==> src/rtl/turn_ctrl.sv <==
// turn_ctrl: Gobang move sequencer. Grants stone placement to the human or
// AI front end, enforces alternating colours, keeps a circular move-history
// stack and emits single-cycle write/retract/clr pulses to the board and the
// round counter.
// Optional feature macro: TURN_CTRL_DOUBLE_RETRACT_EN -- in AI mode a single
// retract edge pops two moves (white then black) so the human moves next.
//
// Handshake: human_req/ai_req are levels held (with stable coordinates) until
// the matching one-cycle ack or rej pulse; the block then waits in REL until
// the granted request drops. retract_req acts on its rising edge only;
// clr_req acts on its rising edge and is ignored while it stays high.
module turn_ctrl #(
    parameter int HIST_DEPTH = 16,
    parameter int COORD_W    = 4
) (
    input  logic                        clk,
    input  logic                        rst_p,
    input  logic                        human_req,
    input  logic [COORD_W-1:0]          human_x,
    input  logic [COORD_W-1:0]          human_y,
    input  logic                        ai_req,
    input  logic [COORD_W-1:0]          ai_x,
    input  logic [COORD_W-1:0]          ai_y,
    input  logic                        ai_mode,
    input  logic                        retract_req,
    input  logic                        clr_req,
    input  logic                        game_over,
    input  logic                        cell_occupied,
    output logic                        write,
    output logic                        write_color,
    output logic                        retract,
    output logic                        clr,
    output logic [COORD_W-1:0]          wr_x,
    output logic [COORD_W-1:0]          wr_y,
    output logic                        human_ack,
    output logic                        ai_ack,
    output logic                        human_rej,
    output logic                        ai_rej,
    output logic                        cur_color,
    output logic                        busy,
    output logic [$clog2(HIST_DEPTH):0] hist_cnt,
    output logic [2:0]                  state_dbg
);

    localparam int PW = $clog2(HIST_DEPTH);
    localparam int CW = PW + 1;
    localparam int EW = 2 * COORD_W + 1;

    // GAP is the mandatory low cycle between two retract pulses of a double pop.
    typedef enum logic [2:0] {
        S_IDLE = 3'd0,
        S_LOOK = 3'd1,
        S_CHK  = 3'd2,
        S_DO   = 3'd3,
        S_REL  = 3'd4,
        S_POP  = 3'd5,
        S_GAP  = 3'd6,
        S_CLR  = 3'd7
    } state_t;

    state_t state_q, state_d;

    logic               retract_q;
    logic               clr_hold_q;
    logic               occ_q;
    logic               gnt_ai_q;
    logic               abort_req_q;
    logic               pop2_q;
    logic [PW-1:0]      wp_q;
    logic [EW-1:0]      hist_mem [HIST_DEPTH];

    logic [PW-1:0]      top_idx;
    logic [COORD_W-1:0] top_x, top_y;
    logic               top_c;
    logic               retract_edge, clr_new;
    logic               human_elig, ai_elig;
    logic               place_ok, granted_req, pop2_grant;
    logic               grant_place, grant_pop, enter_clr;

    assign top_idx                 = wp_q - PW'(1);
    assign {top_x, top_y, top_c}   = hist_mem[top_idx];

    assign retract_edge = retract_req & ~retract_q;
    assign clr_new      = clr_req & ~clr_hold_q;
    assign human_elig   = human_req & (~ai_mode | ~cur_color);
    assign ai_elig      = ai_mode & ai_req & cur_color;
    assign place_ok     = ~occ_q & ~game_over;
    assign granted_req  = gnt_ai_q ? ai_req : human_req;

`ifdef TURN_CTRL_DOUBLE_RETRACT_EN
    assign pop2_grant = ai_mode & (hist_cnt >= CW'(2));
`else
    assign pop2_grant = 1'b0;
`endif

    assign grant_place = (state_q == S_IDLE) && (state_d == S_LOOK);
    assign grant_pop   = (state_q == S_IDLE) && (state_d == S_POP);
    assign enter_clr   = (state_d == S_CLR) && (state_q != S_CLR);

    assign busy      = (state_q != S_IDLE);
    assign state_dbg = state_q;

    // State register.
    always_ff @(posedge clk) begin
        if (rst_p) state_q <= S_IDLE;
        else       state_q <= state_d;
    end

    // Next-state and pulse outputs; a fresh clear aborts whatever is running.
    always_comb begin
        state_d   = state_q;
        write     = 1'b0;
        retract   = 1'b0;
        clr       = 1'b0;
        human_ack = 1'b0;
        ai_ack    = 1'b0;
        human_rej = 1'b0;
        ai_rej    = 1'b0;
        if (clr_new && state_q != S_CLR) begin
            state_d = S_CLR;
        end else begin
            case (state_q)
                S_IDLE: begin
                    if (clr_req) begin
                        state_d = S_IDLE;
                    end else if (retract_edge) begin
                        if (hist_cnt != '0) state_d = S_POP;
                    end else if (human_elig || ai_elig) begin
                        state_d = S_LOOK;
                    end
                end
                S_LOOK: state_d = S_CHK;
                S_CHK:  state_d = S_DO;
                S_DO: begin
                    write     = place_ok;
                    human_ack = place_ok & ~gnt_ai_q;
                    ai_ack    = place_ok & gnt_ai_q;
                    human_rej = ~place_ok & ~gnt_ai_q;
                    ai_rej    = ~place_ok & gnt_ai_q;
                    state_d   = S_REL;
                end
                S_REL: if (!granted_req) state_d = S_IDLE;
                S_POP: begin
                    retract = 1'b1;
                    state_d = pop2_q ? S_GAP : S_IDLE;
                end
                S_GAP:  state_d = S_POP;
                S_CLR: begin
                    clr     = 1'b1;
                    state_d = abort_req_q ? S_REL : S_IDLE;
                end
                default: state_d = S_IDLE;
            endcase
        end
    end

    // Turn, history pointer/count and output address/colour registers.
    always_ff @(posedge clk) begin
        if (rst_p) begin
            retract_q   <= 1'b0;
            clr_hold_q  <= 1'b0;
            occ_q       <= 1'b0;
            gnt_ai_q    <= 1'b0;
            abort_req_q <= 1'b0;
            pop2_q      <= 1'b0;
            wp_q        <= '0;
            hist_cnt    <= '0;
            cur_color   <= 1'b0;
            wr_x        <= '0;
            wr_y        <= '0;
            write_color <= 1'b0;
        end else begin
            retract_q  <= retract_req;
            clr_hold_q <= clr_req;
            if (state_q == S_CHK) occ_q <= cell_occupied;
            if (grant_place) begin
                wr_x        <= human_elig ? human_x : ai_x;
                wr_y        <= human_elig ? human_y : ai_y;
                gnt_ai_q    <= ~human_elig;
                write_color <= cur_color;
            end
            if (grant_pop || (state_q == S_GAP && state_d == S_POP)) begin
                wr_x        <= top_x;
                wr_y        <= top_y;
                write_color <= top_c;
            end
            if (grant_pop) pop2_q <= pop2_grant;
            if (write) begin
                wp_q      <= wp_q + PW'(1);
                cur_color <= ~cur_color;
                if (hist_cnt != CW'(HIST_DEPTH)) hist_cnt <= hist_cnt + CW'(1);
            end
            if (retract) begin
                wp_q      <= wp_q - PW'(1);
                hist_cnt  <= hist_cnt - CW'(1);
                cur_color <= top_c;
                pop2_q    <= 1'b0;
            end
            if (enter_clr) abort_req_q <= state_q inside {S_LOOK, S_CHK, S_DO, S_REL};
            if (clr) begin
                hist_cnt  <= '0;
                cur_color <= 1'b0;
                pop2_q    <= 1'b0;
            end
        end
    end

    // History storage; oldest entry is overwritten once the buffer is full.
    always_ff @(posedge clk) begin
        if (write) hist_mem[wp_q] <= {wr_x, wr_y, cur_color};
    end

endmodule

==> config.mk <==
export PLATFORM = sky130hd
export DESIGN_NAME = turn_ctrl
export DESIGN_NICKNAME = d
export VERILOG_FILES = /design/src/rtl/turn_ctrl.sv
export SDC_FILE = /design/constraint.sdc
export NUM_CORES = 1
export LEC_CHECK = 0
export CAP_MARGIN = 20
export CORE_MARGIN = 2
export CORE_UTILIZATION = 50
export DETAILED_ROUTE_END_ITERATION = 10
export PLACE_DENSITY = 0.7
export SYNTH_ARGS = -nofsm -noshare
export SYNTH_HDL_FRONTEND = slang
export SYNTH_SLANG_ARGS = --single-unit
==> constraint.sdc <==
create_clock -name clk -period 7.52 [get_ports clk]
set_input_delay 1.504 -clock clk [delete_from_list [all_inputs] [get_ports clk]]
set_output_delay 1.504 -clock clk [all_outputs]
set_load 0.03 [all_outputs]
# [Yosys cells after proc, flatten, opt, wreduce, memory -nomap -nowiden]
# Memories as Yosys holds them, arrays and structs flattened.
# Index checks and enable logic that the tools add are counted.
[totals] ramBits=144 memories=1 register_bits=27 word_cells=105 inputBits=25
[mem_list] memory="hist_mem" words=16 word_bits=9 read_ports=1 rd_ports_with_merged_regs=0 wr=1 line="70" rtl="logic [EW-1:0] hist_mem [HIST_DEPTH];"
[op_classes] bitwise_logic=20 add_sub_neg=4 muxes=40 reduce_logical=16 eq_ne=12
[op_table] operator="$mux 4" n=8
[op_table] operator="$pmux 3 s8" n=1
[op_table] operator="$mux 1" n=21
[op_table] operator="$mux 3" n=7
[op_table] operator="$eq 3x3->1 const B" n=6
[op_table] operator="$mux 5" n=3
[op_table] operator="$and 1x1->1" n=10
[op_table] operator="$not 1->1" n=9
[op_table] operator="$eq 3x1->1 const B" n=2
[op_table] operator="$eq 3x2->1 const B" n=2
[op_table] operator="$reduce_bool 2->1" n=3
[op_table] operator="$add 5x1->5 const B" n=1
[op_table] operator="$logic_and 1x1->1" n=5
[op_table] operator="$ne 5x5->1 const B" n=1
[op_table] operator="$reduce_bool 5->1" n=1
[op_table] operator="$sub 5x1->5 const B" n=1
[op_table] operator="$add 4x1->4 const B" n=1
[op_table] operator="$reduce_bool 4->1" n=1
[op_table] operator="$sub 4x1->4 const B" n=1
[op_table] operator="$logic_not 3->1" n=1
[op_table] operator="$ne 3x3->1 const B" n=1
[op_table] operator="$reduce_bool 3->1" n=1
[op_table] operator="$logic_or 1x1->1" n=2
[op_table] operator="$reduce_and 2->1" n=1
[op_table] operator="other kinds (2)" n=2

# [Depth between registers and ports, before layout]
# Gate-level depths: netlist of run 1.
[logic_depth] depth_word=13 ltp_mapped=10

# [Worst setup path after synthesis of run 1]
# Ideal clock, no wire load.
[synth_path] path_kind="input to output" from="input clr_req" to="output human_ack" arrival_time_ps=3393 n_path_buf=2 cell_stages=5 slack_ps=2623 cell_sequence="nor2b_1 > clkbuf_1 > nor4b_2 > clkbuf_1 > nor2b_1"
[synth_via] elab_chain_cells=3
[synth_rtl] element="start: declaration" line="26" rtl="input logic clr_req,"
[synth_rtl] element="$and 1x1->1" line="84" rtl="assign clr_new = clr_req & ~clr_hold_q;"
[synth_rtl] element="$logic_and 1x1->1" line="119" rtl="if (clr_new && state_q != S_CLR) begin"
[synth_rtl] element="$mux 1" line="119"
[synth_rtl] element="end: declaration" line="35" rtl="output logic human_ack,"
# Every way passes these cells.

# [Worst setup path after layout of run 1]
[layout_path] from="input clr_req" to="output retract"
[layout_via] elab_chain_cells=3
[layout_rtl] element="$and 1x1->1" line="84"
[layout_rtl] element="$logic_and 1x1->1" line="119"
[layout_rtl] element="$mux 1" line="119"
[layout_rtl] element="end: declaration" line="31" rtl="output logic retract,"
# Every way passes these cells.

==> results by group, run 1 <==
Logic synthesis
  – Post-synthesis sequential area ratio: 0.6817
  – Yosys warns: 0
  – Post-synth EDFFs: 144
  – Yosys cell types: 43
  – Cells after Synth: 458
  – Post-Syn Area: 0.007136 mm²
  – Top_reg_cell synth: edfxtp_1
  – Yosys reg bits: 171
  – Syn Area/Cell: 15.58 µm²
  – Post-synth ARST share: 0
  – Synth Net Count: 492

GRT
  – Number of global-route vias before repair: 4183
  – Total gr overflow: 0
  – First-pass GRT wire length: 23.62 mm
  – Total Routing Usage GR: 0.2211
  – Initial antenna violation count: 0
  – Largest net degree at the start of global routing: 39

Clocking
  – # Post-CTS Setup Buffers: 0
  – CTS root buffer: clkbuf_16
  – # resized after CTS: 0
  – TritonCTS Buffers: 17
  – Sink Count: 171
  – TritonCTS clock tree: done
  – Clock transition at the registers of the reported paths: 0.06 ns
  – Clk buf depth: 2
  – Clk_lat worst skew: 0.43 ns
  – Cts hold-fix bufs: 0
  – H-Tree Depth: 4

Setup path
  – Crit-path leading delay family: buffers and inverters
  – Crit path buf inv count: 2
  – Crit Path Class: in -> out
  – WP data required: 6.02 ns
  – Slowest stage cell on the critical path: nor3_2
  – CP arrival: 3.92 ns
  – CP max stage delay: 0.83 ns
  – Critical path startpoint category: input pin
  – Most frequent CP cell: clkdlybuf4s50_1
  – Crit-path max FO: 16
  – Worst-path cell chain: clkdlybuf4s50_1 -> nor2b_1 -> nor3_2 -> clkdlybuf4s50_1
  – Crit end category: primary output

Timing
  – RSZ-0062 raised after global routing: false
  – Slew HR: 0.2541
  – Final hold violations: 0
  – Setup TNS: 0 ns
  – Pins over their slew limit: 0
  – F_max: 0.1843 GHz
  – Tcrit/Tclk final: 0.7217
  – Setup Viol. Count Final: 0
  – Worst slew pin tran: 1.115 ns
  – Fin Clk Skew: 0.01466 ns
  – Final worst path period need: 5.427 ns

Run status
  – Status: completed

Drt
  – WL/cell: 22.02 µm
  – Vias: 4187
  – Avg Vias per Cell: 5.939
  – Detailed Route Iter0 Violations: 330
  – DR pass1 iterations: 4
  – DRT antenna net count: 0
  – Routed WL: 15.52 mm
  – DRC: 0

Place
  – Cell Area, Placed: 0.007854 mm²
  – GPL Wtd Cong: 0.8138
  – Hpwl dp: 9.584 mm
  – Port-buffer cells: 50

Finish
  – Commonest non-fill, non-tap cell in the layout: edfxtp_1
  – Area Overhead vs Synth: 18.18%
  – Design area: 0.008433 mm²
  – Layout cells sized above 1: 0.1486
  – Fin nets: 546
  – ANT cells: 0
  – Commonest cells after routing, fill and taps aside: edfxtp_1 (144), nand2_1 (68), clkdlybuf4s50_1 (50)

Run
  – Max-cap violation count: 0

Floorplanning
  – Die H: 123.5 µm
  – Die X: 123.5 µm
  – Rows: 43
  – # IOs: 51
  – Core Box Area: 0.01393 mm²
  – Initial core utilization: 0.5121
  – Die area: 0.01524 mm²

Power
  – Leak Pwr: 2.793 nW
  – Maximum vdd drop: 0.2232 mV
  – P per Cell Area: 250.7 mW/mm²

Worst hold path
  – Worst hold path type: reg -> reg
==> metal layers <==
metal  part of all wire  track usage
met1               0.41       0.2860
met5                  0            0
met4              0.018      0.09446
met2               0.50       0.3565
met3              0.069      0.05673
==> through the flow <==
step                      total power, W  std cells  setup WS [ns]  hold slack [ns]  utilization
final                           0.002114        705          2.093           0.5101       0.6052
after global routing            0.002178        705          1.954           0.5337       0.6052
after CTS                       0.002130        705          2.092           0.5177       0.6052
after detailed placement        0.001267        673          2.109           0.5030       0.5636
after global placement          0.001263        673          2.156           0.4918       0.5636
after floorplan                 0.001197        458          2.623           0.4611            -
==> kinds of logic after synthesis <==
group           after synthesis  synth area share
simple gates                149           0.09416
fa+ha+maj                     9           0.01683
mux                          45            0.1247
xor+xnor                     11           0.01350
flops                       171            0.6817
buf+inv                      28           0.01525
compound gates               45           0.05383
==> flip-flops by register name (all words and copies together), names as in the netlist <==
| name | flops |
|---|---|
| hist_mem | 144 |
| wr_x | 4 |
| wp_q | 4 |
| gnt_ai_q | 1 |
| occ_q | 1 |
| retract_q | 1 |
| wr_y | 4 |
| state_dbg | 3 |
| hist_cnt | 5 |
| cur_color | 1 |
| abort_req_q | 1 |
| write_color | 1 |
| clr_hold_q | 1 |
==> worst register-to-register path, cell delays in order, from the launching register on <==
cell	delay (ns)
dfxtp_2	0.32
buf_4	0.57
inv_1	0.31
ha_1	0.64
buf_4	0.52
mux4_2	0.39
nand2_1	0.08
nand3_1	0.13
o2111a_1	0.22
==> synth_stat cells, drive strengths merged, types with 2 or more instances <==
master	count	share of area
inv	6	0.0032
nor3	6	0.0042
a22oi	3	0.0032
buf	6	0.0037
a21oi	7	0.0049
a2111oi	2	0.0077
a21boi	2	0.0021
or3	3	0.0026
nand2	68	0.036
xnor2	4	0.0049
o2111a	8	0.013
o21ai	3	0.0021
dfxtp	27	0.076
nand2b	5	0.0044
and2	3	0.0026
ha	8	0.014
mux2i	9	0.013
nor4	2	0.0018
clkbuf	16	0.0084
edfxtp	144	0.61
a211oi	3	0.0032
a21o	2	0.0021
xor2	7	0.0086
a31oi	9	0.0079
nand3	18	0.013
nor4b	2	0.0033
mux4	35	0.11
nor2b	7	0.0061
nor2	31	0.016
==> final cells by class <==
cell class / instances / area (µm²)
clock inverter: 14 / 150.1
sequential: 171 / 4866
fill: 1003 / 5502
timing repair buffer: 57 / 553.0
inverter: 6 / 22.52
clock buffer: 18 / 429.2
tap: 180 / 225.2
multi-input combinational: 259 / 2187
==> report_power, final <==
group	internal, W	switching, W	leakage, nW
Combinational	0.0000777	0.0000944	0.974
Sequential	0.00104	0.0000296	1.54
Clock	0.000516	0.000352	0.276
==> final timing paths <==
check / start / endpoint / slack, ns / cells after the start
hold / removal: abort_req_q$_SDFFE_PP0P_ / abort_req_q$_SDFFE_PP0P_ / 0.51 / 2
setup reg to reg: wp_q[0]$_SDFFE_PP0P_ / wr_x[1]$_SDFFE_PP0P_ / 4.24 / 8
hold reg to reg: abort_req_q$_SDFFE_PP0P_ / abort_req_q$_SDFFE_PP0P_ / 0.51 / 2
setup / recovery: clr_req / retract / 2.09 / 4
No activity file was read; power rests on OpenSTA's default activity.
==> run 2, diff against run 1 <==
--- a/config.mk
+++ b/config.mk
@@ -9,7 +9,7 @@
 export CORE_MARGIN = 2
 export CORE_UTILIZATION = 50
 export DETAILED_ROUTE_END_ITERATION = 10
-export PLACE_DENSITY = 0.7
+export PLACE_DENSITY = 0.72
 export SYNTH_ARGS = -nofsm -noshare
 export SYNTH_HDL_FRONTEND = slang
 export SYNTH_SLANG_ARGS = --single-unit
==> constraint.sdc (replaced) <==
create_clock -name clk -period 4.55 [get_ports clk]
set_input_delay 0.91 -clock clk [delete_from_list [all_inputs] [get_ports clk]]
set_output_delay 0.91 -clock clk [all_outputs]
set_load 0.03 [all_outputs]
==> results by group, run 2 (synthesis results as in run 1) <==
Run status
  – Status: completed

Drt
  – Avg Vias per Cell: 5.784
  – Top Metal Used: met4
  – DR pass1 iterations: 6
  – DR WL met3: 992 µm
  – Vias: 4182
  – Metal2 WL: 7.667 mm
  – WL/cell: 20.90 µm
  – Wire length on met1: 6.153 mm
  – Routed WL: 15.11 mm
  – DRC: 0
  – DRT antenna net count: 0
  – Detailed Route Iter0 Violations: 416

Place
  – Port-buffer cells: 50
  – GPL Wtd Cong: 0.8113
  – Hpwl dp: 9.651 mm

Worst hold path
  – Hold wc startpoint: occ_q$_SDFFE_PP0P_
  – Hold path cells: 2
  – Worst hold path type: reg -> reg
  – Hold EP: occ_q$_SDFFE_PP0P_

GRT
  – Largest net degree at the start of global routing: 38
  – Number of global-route vias before repair: 4317
  – Total Routing Usage GR: 0.2167
  – First-pass GRT wire length: 23.43 mm
  – Total gr overflow: 0
  – Initial antenna violation count: 0

Clocking
  – # resized after CTS: 0
  – CTS root buffer: clkbuf_16
  – Clk_lat worst skew: 0.42 ns
  – # Post-CTS Setup Buffers: 0
  – TritonCTS Buffers: 17
  – Clock transition at the registers of the reported paths: 0.06 ns
  – H-Tree Depth: 4
  – TritonCTS clock tree: done
  – Cts hold-fix bufs: 0
  – Clk buf depth: 2
  – Sink Count: 171

Finish
  – Commonest cells after routing, fill and taps aside: edfxtp_1 (144), nand2_1 (68), clkdlybuf4s50_1 (48)
  – Largest registers: hist_mem (144), hist_cnt (5)
  – Max reg flops: 144
  – Area Overhead vs Synth: 18.97%
  – Fillcell total: 1021
  – Area of the multi-input gates: 0.002167 mm²
  – ANT cells: 0
  – Register with the most flip-flops: hist_mem
  – Fin nets: 564
  – Layout cells sized above 1: 0.1823
  – Sequential cell area: 0.004866 mm²
  – Commonest non-fill, non-tap cell in the layout: edfxtp_1

Floorplanning
  – Die H: 123.5 µm
  – Die area: 0.01524 mm²
  – Initial core utilization: 0.5121
  – Core Box Area: 0.01393 mm²
  – Rows: 43
  – # IOs: 51
  – Die X: 123.5 µm

Setup path
  – WP data required: 3.64 ns
  – Critical path startpoint category: input pin
  – Slowest stage cell on the critical path: clkdlybuf4s50_1
  – CP arrival: 2.85 ns
  – Crit path buf inv count: 3
  – Worst r2r path cells: 5
  – Crit-path max FO: 8
  – Worst-path cell chain: clkdlybuf4s50_1 -> nor2b_1 -> buf_4 -> nor4_1 -> nor2b_1 -> clkdlybuf4s50_1
  – Reg-to-reg slack, setup: 1.88 ns
  – CP max stage delay: 0.67 ns
  – Reg-to-reg endpoint: wr_x[2]$_SDFFE_PP0P_
  – Crit Path Class: in -> out
  – Worst R2R Start: state_dbg[0]$_SDFF_PP0_
  – Crit end category: primary output
  – Crit-path leading delay family: buffers and inverters

Timing
  – F_max: 0.2661 GHz
  – Pins over their slew limit: 0
  – Min Hold Slack: 0.4927 ns
  – Final worst path period need: 3.758 ns
  – RSZ-0062 raised after global routing: false
  – Worst slew pin tran: 0.9134 ns
  – Fin Clk Skew: 0.01033 ns
  – Final hold violations: 0
  – Tcrit/Tclk final: 0.8259
  – Setup TNS: 0 ns
  – Setup Viol. Count Final: 0
  – Slew HR: 0.3891

Power
  – Maximum vdd drop: 0.5107 mV
  – Psw: 0.0007968 W
  – Clk pwr share: 0.384
  – Leak Pwr: 2.852 nW
  – Logic gate share of total power: 0.085
  – Flop pwr share: 0.530
  – Switching share of power: 0.2377
  – Pint: 0.002556 W
  – P per Cell Area: 394.9 mW/mm²

Run
  – Max-cap violation count: 0
[run 2: cell count changes in the layout (fill, tap and decap cells not counted), sizes merged]
cell	before	now
buf	7	27
bufinv	3	0
clkdlybuf4s50	50	48
clkinv	7	5
clkinvlp	2	4
inv	8	10
clkbuf	18	19
[run 2: metrics by stage]
step	instances	power [W]	cell area, µm²	util	setup WS, ns
after global routing	723	0.003464	8489	0.6092	0.6911
after floorplan	458	0.001978	7136	-	0.8407
after global placement	691	0.002091	7964	0.5715	0.8198
final	723	0.003352	8489	0.6092	0.7921
after CTS	723	0.003377	8489	0.6092	0.8000
after detailed placement	691	0.002099	7964	0.5715	0.8074
[run 2: worst max path at each step]
stage           endpoint  depth (start not counted)  startpoint
4_1_cts        human_rej                          6     clr_req
3_3_place_gp   human_rej                          6     clr_req
5_1_grt        human_rej                          6     clr_req
3_5_place_dp   human_rej                          6     clr_req
6_report       human_rej                          6     clr_req
2_1_floorplan  human_ack                          5     clr_req
[run 2: worst min-delay path: stages (launching register included)]
cell	delay, ns
dfxtp_1	0.33
mux2i_1	0.06
nor2_1	0.07
[run 2: metal layers]
| metal | vias up | GRT usage |
|---|---|---|
| met1 | 2104 | 0.2697 |
| met2 | 148 | 0.3657 |
| met3 | 23 | 0.05996 |
| met4 | 0 | 0.07599 |
| li1 | 1907 | - |
| met5 | - | 0 |
[run 2: cell type report]
class / instances / share of cell area
Multi-Input combinational cell: 259 / 0.2553
Clock buffer: 19 / 0.05099
Clock inverter: 13 / 0.01091
Timing Repair Buffer: 75 / 0.08047
Tap cell: 180 / 0.02653
Inverter: 6 / 0.002653
Sequential cell: 171 / 0.5732
[run 2: power by group through the flow]
stage,sequential (W),clock [W],combinational [W]
3_5_place_dp,0.00181,0,0.000286
6_report,0.00178,0.00129,0.000286
4_1_cts,0.00178,0.00131,0.000287
5_1_grt,0.00178,0.00137,0.000308
2_1_floorplan,0.00181,0,0.000172
3_3_place_gp,0.00181,0,0.000282
